`config.mk`:
```
export PLATFORM = sky130hd
export DESIGN_NAME = pong_match_ctrl
export DESIGN_NICKNAME = d
export VERILOG_FILES = /design/src/rtl/pong_match_ctrl.sv
export SDC_FILE = /design/constraint.sdc
export NUM_CORES = 1
export LEC_CHECK = 0
export ABC_CLOCK_PERIOD_IN_PS = 3100
export BUFFER_PORTS_ARGS = -buffer_cell sky130_fd_sc_hd__clkbuf_2
export CAP_MARGIN = 40
export CORE_UTILIZATION = 50
export CTS_CLUSTER_DIAMETER = 120
export CTS_CLUSTER_SIZE = 30
export DETAILED_ROUTE_END_ITERATION = 8
export PLACE_DENSITY = 0.71
export SLEW_MARGIN = 20
export SYNTH_ARGS = -nofsm -noshare
export SYNTH_HDL_FRONTEND = slang
export SYNTH_SLANG_ARGS = --single-unit
```
`constraint.sdc`:
```
create_clock -name vga_clk -period 3.1 [get_ports vga_clk]
set_input_delay 0.465 -clock vga_clk [delete_from_list [all_inputs] [get_ports vga_clk]]
set_output_delay 0.465 -clock vga_clk [all_outputs]
set_load 0.03 [all_outputs]
```
`src/rtl/pong_match_ctrl.sv`:
```
// pong_match_ctrl: match-level sequencer for VGA Pong.
// Tracks both scores and walks the match through IDLE, SERVE, PLAY, POINT and OVER.
// Every output is registered and is driven from the next-state values.
module pong_match_ctrl #(
  parameter int WIN_SCORE    = 7,   // 1..15
  parameter int SERVE_FRAMES = 60,  // 1..255
  parameter int POINT_FRAMES = 90   // 1..255
) (
  input  logic       vga_clk,
  input  logic       rst,
  input  logic       start,
  input  logic       vs_in,
  input  logic       p1_win,
  input  logic       p2_win,
  output logic       ball_rst,
  output logic       paddle_rst,
  output logic       play_en,
  output logic [3:0] p1_score,
  output logic [3:0] p2_score,
  output logic [2:0] state,
  output logic       game_over,
  output logic [1:0] winner
);

  typedef enum logic [2:0] {
    IDLE  = 3'd0,
    SERVE = 3'd1,
    PLAY  = 3'd2,
    POINT = 3'd3,
    OVER  = 3'd4
  } state_t;

  localparam logic [3:0] WIN_S     = 4'(WIN_SCORE);
  localparam logic [7:0] SERVE_END = 8'(SERVE_FRAMES - 1);
  localparam logic [7:0] POINT_END = 8'(POINT_FRAMES - 1);

  // A score is capped at WIN_SCORE, so the 4-bit add never wraps.
  function automatic logic [3:0] inc_score(input logic [3:0] s);
    inc_score = (s >= WIN_S) ? WIN_S : s + 4'd1;
  endfunction

  state_t     state_q, state_d;
  logic [3:0] p1_q, p1_d, p2_q, p2_d;
  logic [1:0] winner_q, winner_d;
  logic [7:0] frame_cnt_q, frame_cnt_d;
  logic       sync1_q, sync2_q, sync3_q, start_pulse_q;
  logic       vs_q;
  logic       ball_rst_q, paddle_rst_q, play_en_q, game_over_q;
  logic       frame_tick;

  // Falling edge of the active-low vertical sync, once per frame.
  assign frame_tick = vs_q & ~vs_in;

  // Next-state, score and frame-counter logic.
  always_comb begin
    state_d  = state_q;
    p1_d     = p1_q;
    p2_d     = p2_q;
    winner_d = winner_q;
    case (state_q)
      IDLE, OVER: begin
        if (start_pulse_q) begin
          p1_d     = 4'd0;
          p2_d     = 4'd0;
          winner_d = 2'b00;
          state_d  = SERVE;
        end
      end
      SERVE: begin
        if (frame_tick && frame_cnt_q == SERVE_END) state_d = PLAY;
      end
      PLAY: begin
        if (p1_win && p2_win) begin
          // Simultaneous exits count as a replay with no score change.
          state_d = POINT;
        end else if (p1_win) begin
          p1_d = inc_score(p1_q);
          if (p1_d == WIN_S) begin
            state_d  = OVER;
            winner_d = 2'b01;
          end else begin
            state_d = POINT;
          end
        end else if (p2_win) begin
          p2_d = inc_score(p2_q);
          if (p2_d == WIN_S) begin
            state_d  = OVER;
            winner_d = 2'b10;
          end else begin
            state_d = POINT;
          end
        end
      end
      POINT: begin
        if (frame_tick && frame_cnt_q == POINT_END) state_d = SERVE;
      end
      default: state_d = IDLE;
    endcase

    if (state_d != state_q)
      frame_cnt_d = 8'd0;
    else if (frame_tick)
      frame_cnt_d = frame_cnt_q + 8'd1;
    else
      frame_cnt_d = frame_cnt_q;
  end

  // State, counters, synchronisers and registered outputs.
  always_ff @(posedge vga_clk) begin
    if (rst) begin
      state_q       <= IDLE;
      p1_q          <= 4'd0;
      p2_q          <= 4'd0;
      winner_q      <= 2'b00;
      frame_cnt_q   <= 8'd0;
      sync1_q       <= 1'b0;
      sync2_q       <= 1'b0;
      sync3_q       <= 1'b0;
      start_pulse_q <= 1'b0;
      vs_q          <= 1'b1;
      ball_rst_q    <= 1'b1;
      paddle_rst_q  <= 1'b1;
      play_en_q     <= 1'b0;
      game_over_q   <= 1'b0;
    end else begin
      state_q       <= state_d;
      p1_q          <= p1_d;
      p2_q          <= p2_d;
      winner_q      <= winner_d;
      frame_cnt_q   <= frame_cnt_d;
      sync1_q       <= start;
      sync2_q       <= sync1_q;
      sync3_q       <= sync2_q;
      start_pulse_q <= sync2_q & ~sync3_q;
      vs_q          <= vs_in;
      ball_rst_q    <= (state_d != PLAY);
      paddle_rst_q  <= (state_d == IDLE);
      play_en_q     <= (state_d == PLAY);
      game_over_q   <= (state_d == OVER);
    end
  end

  assign ball_rst   = ball_rst_q;
  assign paddle_rst = paddle_rst_q;
  assign play_en    = play_en_q;
  assign p1_score   = p1_q;
  assign p2_score   = p2_q;
  assign state      = state_q;
  assign game_over  = game_over_q;
  assign winner     = winner_q;

endmodule

```
* Yosys cells after proc, flatten, opt, wreduce, memory -nomap -nowiden
Index checks and enable logic that the tools add are counted. Widths: inputs -> output; s select.
Storage, ports and cells: output and inout bits 17, input port bits 6, logic and storage cells 80, flip-flop bits (word level) 30
Cells by class: reduce and logical (&&, ||, !) cells 11, muxes and demuxes 26, magnitude comparators 2, equal/unequal tests 20, bitwise logic cells 4, $add $sub $neg 3
Operators by type and width (number):
- $mux 4 | 8
- $mux 3 | 8
- $pmux 4 s2 | 2
- $mux 2 | 6
- $pmux 3 s4 | 1
- $ne 2x2->1 const B | 5
- $eq 3x2->1 const B | 3
- $ne 3x3->1 const B | 3
- $add 4x1->4 const B | 2
- $add 8x1->8 const B | 1
- $eq 4x3->1 const B | 2
- $eq 8x6->1 const B | 1
- $eq 8x7->1 const B | 1
- $ge 4x3->1 const B | 2
- $eq 3x3->1 const B | 2
- $logic_not 3->1 | 2
- $reduce_and 6->1 | 1
- $reduce_and 5->1 | 1
- $pmux 2 s2 | 1
- $reduce_and 4->1 | 1
- $reduce_or 2->1 | 2
- $eq 3x1->1 const B | 1
- $logic_and 1x1->1 | 3
- $ne 3x2->1 const B | 1
- 4 further kinds | 6

* Logic depth before layout (Yosys ltp)
Gate-level depths: netlist of run 1.
depth after elaboration 10, mapped depth 8, gate-level depth less buffers 8

* Least setup slack after synthesis of run 1
OpenSTA, ideal clock, no wires.
path kind reg2reg, start point register p1_q[0], in the netlist p1_score[0], end point register frame_cnt_q[0], buffers on the path 0, data arrival time 1.974 ns, setup time 0.131 ns, cell stages (with the launch flop) 8, clock period less this slack 2.105 ns, path slack 0.995 ns, required time 2.969 ns, cell sequence dfxtp_1 > ha_1 > nor2b_2 > maj3_1 > a21oi_1 > o21ai_1 > a21boi_2 > nor3_1
Between the ends: longest elaborated chain between the ends 9, elaborated cells between the ends (all ways) 10, classes of those cells 1 x add/sub; 1 x order compare; 2 x eq/ne; 5 x mux; 1 x reduce/logical
Ends and longest elaborated chain:
- from (decl) | RTL line 43 | logic [3:0] p1_q, p1_d, p2_q, p2_d;
- from (signal assigned) | RTL line 127 | p1_q <= p1_d;
- $add 4x1->4 / $ge 4x3->1 (equally long branches) | RTL line 39 | inc_score = (s >= WIN_S) ? WIN_S : s + 4'd1;
- $mux 4 (*) | RTL line 39
- $eq 4x3->1 (*) | RTL line 78 | if (p1_d == WIN_S) begin
- $mux 3 (*) | RTL line 78
- $mux 3 (*) | RTL line 76 | end else if (p1_win) begin
- $mux 3 (*) | RTL line 73 | if (p1_win && p2_win) begin
- $pmux 3 s4 (*) | RTL line 60 | case (state_q)
- $ne 3x3->1 (*) | RTL line 100 | if (state_d != state_q)
- $reduce_or 2->1 (no source line) (*)
- to (signal assigned) | RTL line 130 | frame_cnt_q <= frame_cnt_d;
- to (decl) | RTL line 45 | logic [7:0] frame_cnt_q, frame_cnt_d;
Every way passes the cells marked *; elsewhere a longest branch is shown, timed or not. A chain may end at the register's enable or synchronous reset.

* Final worst setup path of run 1
start point register p1_q[0], in the netlist p1_score[0], end point register frame_cnt_q[1]
Same word-level chain as after synthesis.

==> flow_metrics.tcl, run 1 <==
set metrics [dict create \
    status "complete, no violations" \
    netlist.top_cell.by_area "dfxtp_1" \
    routability_driven_placement_congestion_ratio 0.894 \
    internal_power_uw 576 \
    die_w_microns 55.8 \
    layout-drive-gt1-share_pct 21.0 \
    pwr-share-comb_pct 5.6 \
    max_freq_mhz 462 \
    place.port_buffers 22 \
    vias_per_instance 5.62 \
    synth_enable_flop_cells 0 \
    asyncSetResetFlopFracSynth_pct 0 \
    crit_family "compound AO/OA/AOI/OAI gates" \
    timing_hold_violations_final 0 \
    average_instance_area_after_synthesis_sq_um 8.57 \
    number_of_clock_buffers_inserted_by_tritoncts 5 \
    tritoncts_clock_tree "done" \
    worst-slew-pin-transition_ns 0.511 \
    sw_frac_of_total_pct 22.6 \
    die_height_microns 55.8 \
    leakagePower_nw 0.666 \
    netlist.area_leader.share_pct 41.5 \
    synth_common_cells "30 x dfxtp_1, 22 x nor2_1, 13 x nor3_1" \
    syn_nets 179 \
    cts_resized 0 \
    clk-insertion-delay-late_ns 0.33 \
    syn-cell-area_sq_mm 0.00145 \
    drtAntennaViolNets 0 \
    timing.critical_path.buf_inv 0 \
    fp.coreArea_sq_mm 0.00276 \
    cp-start-kind "flip-flop" \
    netlist_instances 169 \
    worst_path_max_fanout 8 \
    top_level_ports 23 \
    global_route_wire_length_before_repair_microns 4970 \
    initialDrtViolationCount 39 \
    total_switching_power_uw 168 \
    routed_wirelength_microns 2890 \
    tns_ns 0 \
    power.share.sequential_pct 53.2 \
    synth_warnings 0 \
    layout_min_cycle_time_ns 2.17 \
    fin_skew_ns 0.0100 \
    final_cell_count_no_fill 226 \
    grt_pass1_vias 1169 \
    dr_vias 1270 \
    post-cts-setup-buffer-count 0 \
    final_nets 204 \
    power.share.clock_pct 41.2 \
    initial_utilization_pct 52.5 \
    grt_antenna_before_repair 0 \
    synth_most_common_cell "dfxtp_1" \
    die_area_sq_mm 0.00311 \
    sequential_to_total_area_share_from_yosys_stat_pct 41.5 \
    ys_types 44 \
    report.final.setup_viol 0 \
    holdCritPathClass "input port to flip-flop" \
    place_hpwl_microns 2100 \
    grt_start_max_net_pins 21 \
    worst_vdd_rail_ir_drop_v 0.000370 \
    power_per_cell_area_mw_per_mm2 449 \
    combined_global_route_utilization_of_all_metal_layers_pct 20.6 \
    avgRoutedWirePerCell_microns 12.8 \
    drc 0 \
    fillers 277 \
    min_period_over_period_pct 69.9 \
    timing.final.max_slew_violations 0 \
    max_stage_delay_ns 0.43 \
    htree_levels 2 \
    antenna-diode-count 0 \
    worstPathCellList "ha_1 > nor2b_2 > maj3_1 > a21oi_1 > o21ai_1 > a21boi_2 > nor3_1" \
    root_buffer "clkbuf_4" \
    cp_slowest_cell "dfxtp_1" \
    timing.critical_path.to_type "flip-flop" \
    placed_cells 218 \
    worst-endpoint-arrival_ns 2.37 \
    path_clk_slew_ns 0.10 \
    drt_first_pass_iters 4 \
    cts.sinks 30 \
    timing.slew.headroom_pct 65.8 \
    ys_top_cells_by_area "dfxtp_1 41%, nor2_1 5.7%, nor3_1 4.5%" \
    area_delta_synth_final_pct 14.5 \
    max-clock-path-buffers 2 \
    grt_setup_unrepaired "false" \
    number_of_standard_cell_rows_in_the_floorplan 19 \
    cts.hold.buffers_added 0 \
    yosys_register_bits 30 \
    max-cap-violations 0 \
    overflow 0 \
    synth_flop_cell "dfxtp_1" \
    worst-endpoint-required_ns 3.30 \
    critPathKind "flip-flop to flip-flop" \
]
## power groups by stage
stage | Combinational, mW | Sequential (mW) | Clock [mW]
2_1_floorplan | 0.0298 | 0.406 | 0
4_1_cts | 0.0414 | 0.396 | 0.315
3_3_place_gp | 0.0394 | 0.405 | 0
5_1_grt | 0.0465 | 0.398 | 0.326
6_report | 0.0415 | 0.397 | 0.307
3_5_place_dp | 0.0412 | 0.405 | 0
## logic make-up (layout without fill, tap and decap cells)
kind of cell	after synthesis	count (layout)	synth area share [%]
simple gates	85	85	31.9
flops	30	30	41.5
xor+xnor	7	7	4.24
compound gates	33	33	15.7
buf+inv	9	35	2.51
fa+ha+maj	5	5	4.15
## routing by layer
layer	global-route usage (%)	vias up	part of all wire, %
met5	0	-	0
met4	9.64	0	1.9
met3	6.28	5	5.5
met2	33.4	39	46
met1	25.0	577	47
li1	-	649	-
## layout make-up
class / instances / area (sq um) / share of cell area (%)
clock buffers: 6 / 41.3 / 2.49
repair buffers: 22 / 110 / 6.64
flip-flops and latches: 30 / 601 / 36.2
clock inverters: 2 / 37.5 / 2.26
inverters: 5 / 18.8 / 1.13
multi-input cells: 130 / 811 / 48.9
well taps: 31 / 38.8 / 2.34
## layout by cell type (no fill, tap or decap), drive strengths merged, types with 2 or more instances in the layout
cell type,n
nor3b,2
dfxtp,30
or3,2
a31oi,3
and4bb,2
clkbuf,28
a21o,2
nor3,14
o21ai,9
a211o,2
nor2b,11
ha,4
inv,5
nand2,12
nand4,3
xor2,2
nor2,22
and3,5
nand3,6
a21boi,2
a21oi,11
xnor2,5
and2,2
## worst reg2reg max path: stages (launching register included)
cell and delay, ns:
dfxtp_1 0.43, ha_1 0.28, nor2b_2 0.17, maj3_1 0.35, a21oi_1 0.16, o21ai_1 0.10
a21boi_2 0.40, nor3_1 0.13
## sequential cells by signal (all words and copies together), names as in the netlist
name           count
sync1_q            1
state              3
vs_q               1
paddle_rst         1
frame_cnt_q        8
ball_rst           1
play_en            1
sync2_q            1
start_pulse_q      1
p1_score           4
winner             2
sync3_q            1
game_over          1
p2_score           4
## path summary, 6_finish.rpt
kind / startpoint / slack (ns) / depth (start not counted) / endpoint
setup reg to reg: p1_score[0]$_SDFFE_PP0P_ / 0.93 / 7 / frame_cnt_q[1]$_SDFFE_PP0P_
hold / removal: start / 0.33 / 2 / sync1_q$_SDFF_PP0_
setup / recovery: p1_score[0]$_SDFFE_PP0P_ / 0.93 / 7 / frame_cnt_q[1]$_SDFFE_PP0P_
hold reg to reg: sync3_q$_SDFF_PP0_ / 0.38 / 1 / start_pulse_q$_SDFF_PP0_
## stage by stage
stage | hold WS, ns | util, % | total power, mW | setup WS [ns] | area, sq um
2_1_floorplan | 0.367 | - | 0.436 | 0.995 | 1450
3_3_place_gp | 0.371 | 57.3 | 0.444 | 1.04 | 1580
3_5_place_dp | 0.381 | 57.3 | 0.446 | 0.956 | 1580
4_1_cts | 0.324 | 60.1 | 0.753 | 0.929 | 1660
5_1_grt | 0.327 | 60.1 | 0.771 | 0.801 | 1660
6_report | 0.333 | 60.1 | 0.745 | 0.934 | 1660
No activity file was read; power rests on OpenSTA's default activity.
==> inputs of run 2 (changes only) <==
ABC_CLOCK_PERIOD_IN_PS = 2100   (was 3100)
clock period = 2.1 ns   (was 3.1 ns; I/O delays follow)
==> run 2 against run 1 <==
Effect of this change: combinational power is 53% higher; clock skew decreased by 0.0026 ns; register-to-register slack lost 0.78 ns; sequential share of layout area about the same; highest routed layer unchanged; critical path depth is the same; core utilization is 0.18 points higher; largest cell class unchanged; critical endpoint is now play_en$_SDFF_PP0_; die area did not move; flip-flop and latch count unchanged; largest power group unchanged; routed wire length is 2.1% higher; global-route usage fell by 0.32 points; sequential power rose by 47%; design area is 0.30% higher.
==> flow_metrics.tcl, run 2 (synthesis gave the netlist of run 1 again) <==
set metrics [dict create \
    multi_input_comb_area_sq_um 811 \
    die_w_microns 55.8 \
    cts_resized 0 \
    grt_antenna_before_repair 0 \
    final_nets 207 \
    critPathKind "flip-flop to flip-flop" \
    tritoncts_clock_tree "done" \
    root_buffer "clkbuf_4" \
    die_area_sq_mm 0.00311 \
    tns_ns 0 \
    routed_wirelength_microns 2950 \
    fin_skew_ns 0.00748 \
    top_level_ports 23 \
    area_delta_synth_final_pct 14.9 \
    status "complete, no violations" \
    max_flop_register "frame_cnt_q" \
    cts.hold.buffers_added 0 \
    vias_per_instance 5.50 \
    worst-endpoint-arrival_ns 2.17 \
    combined_global_route_utilization_of_all_metal_layers_pct 20.3 \
    max_freq_mhz 515 \
    routability_driven_placement_congestion_ratio 0.865 \
    depth_of_the_worst_register_to_register_path 7 \
    cts.sinks 30 \
    layout_min_cycle_time_ns 1.94 \
    max_stage_delay_ns 0.35 \
    worstPathCellList "ha_1 > nor2b_2 > o21ai_2 > a211o_1 > a311oi_1 > nor2_1 > and2_1" \
    register_area_sq_um 602 \
    timing.critical_path.to_type "flip-flop" \
    number_of_standard_cell_rows_in_the_floorplan 19 \
    overflow 0 \
    layout-drive-gt1-share_pct 22.7 \
    grt_setup_unrepaired "false" \
    worst-slew-pin-transition_ns 0.413 \
    layout.cells.most_common "dfxtp_1" \
    power_per_cell_area_mw_per_mm2 605 \
    timing.final.max_slew_violations 0 \
    antenna-diode-count 0 \
    number_of_clock_buffers_inserted_by_tritoncts 5 \
    drtAntennaViolNets 0 \
    hold-worst-slack_ns 0.186 \
    timing.slew.headroom_pct 72.4 \
    timing_hold_violations_final 0 \
    grt_start_max_net_pins 21 \
    holdCritPathClass "input port to flip-flop" \
    initialDrtViolationCount 31 \
    post-cts-setup-buffer-count 0 \
    layout.cells.most_common_list "29 x dfxtp_1, 22 x nor2_1, 22 x clkbuf_2" \
    drt_first_pass_iters 4 \
    max-cap-violations 0 \
    worst_path_max_fanout 5 \
    drc 0 \
    path_clk_slew_ns 0.09 \
    global_route_wire_length_before_repair_microns 4890 \
    htree_levels 2 \
    clk-insertion-delay-late_ns 0.33 \
    grt_pass1_vias 1160 \
    leakagePower_nw 0.679 \
    die_height_microns 55.8 \
    initial_utilization_pct 52.5 \
    largest_register_ff_count 8 \
    max-clock-path-buffers 2 \
    worst_vdd_rail_ir_drop_v 0.000464 \
    avgRoutedWirePerCell_microns 12.9 \
    min_period_over_period_pct 92.5 \
    dr_vias 1260 \
    cp-start-kind "flip-flop" \
    place.port_buffers 22 \
    fp.coreArea_sq_mm 0.00276 \
    fillers 256 \
    worst-endpoint-required_ns 2.33 \
    cp_slowest_cell "dfxtp_2" \
    report.final.setup_viol 0 \
    place_hpwl_microns 2090 \
    timing.hold.worst_path_depth 2 \
]
[run 2: cell count changes in the layout (fill, tap and decap cells not counted), sizes merged]
cell / previous run / this run
buf: 0 / 3
bufinv: 1 / 0
clkbuf: 28 / 29
clkinv: 0 / 1
clkinvlp: 1 / 0
[run 2: critical path: cells and delay by family, from the launching register on]
family	cells	cell delay, ns
adders and majority gates	1	0.29
AOI/OAI and AO/OA	3	0.75
and+or+nand+nor	3	0.45
DFF	1	0.35
[run 2: worst paths after layout]
kind / from / end / slack (ns)
worst max-delay path: p1_score[0]$_SDFFE_PP0P_ / play_en$_SDFF_PP0_ / 0.16
worst min-delay path: vs_in / vs_q$_SDFF_PP1_ / 0.19
worst max register to register: p1_score[0]$_SDFFE_PP0P_ / play_en$_SDFF_PP0_ / 0.16
worst min register to register: sync3_q$_SDFF_PP0_ / start_pulse_q$_SDFF_PP0_ / 0.39
[run 2: stage by stage]
step / total power [mW] / cell area [sq um] / setup slack [ns] / std cells / utilization [%]
floorplan: 0.643 / 1450 / 0.0318 / 169 / -
global placement: 0.660 / 1600 / 0.205 / 221 / 58.1
detailed placement: 0.662 / 1600 / 0.180 / 221 / 58.1
CTS: 1.02 / 1660 / 0.161 / 229 / 60.3
global route: 1.04 / 1660 / 0.0249 / 229 / 60.3
finish: 1.01 / 1660 / 0.158 / 229 / 60.3
[run 2: cell type report]
class                      count  area share, %
timing repair buffer          25           7.98
multi-input combinational    130           48.8
sequential                    30           36.2
clock buffer                   7           3.31
clock inverter                 1          0.301
inverter                       5           1.13
tap                           31           2.33
[run 2: where the power goes]
part / internal (mW) / switching, mW
combinational: 0.0250 / 0.0383
sequential: 0.578 / 0.00699
clock: 0.162 / 0.196
total: 0.765 / 0.241
[run 2: per-layer routing]
metal / GRT usage (%) / vias up / wire [microns]
li1: - / 650 / -
met1: 24.9 / 569 / 1420
met2: 32.0 / 36 / 1320
met3: 6.51 / 5 / 178
met4: 10.0 / 0 / 38
met5: 0 / - / 0
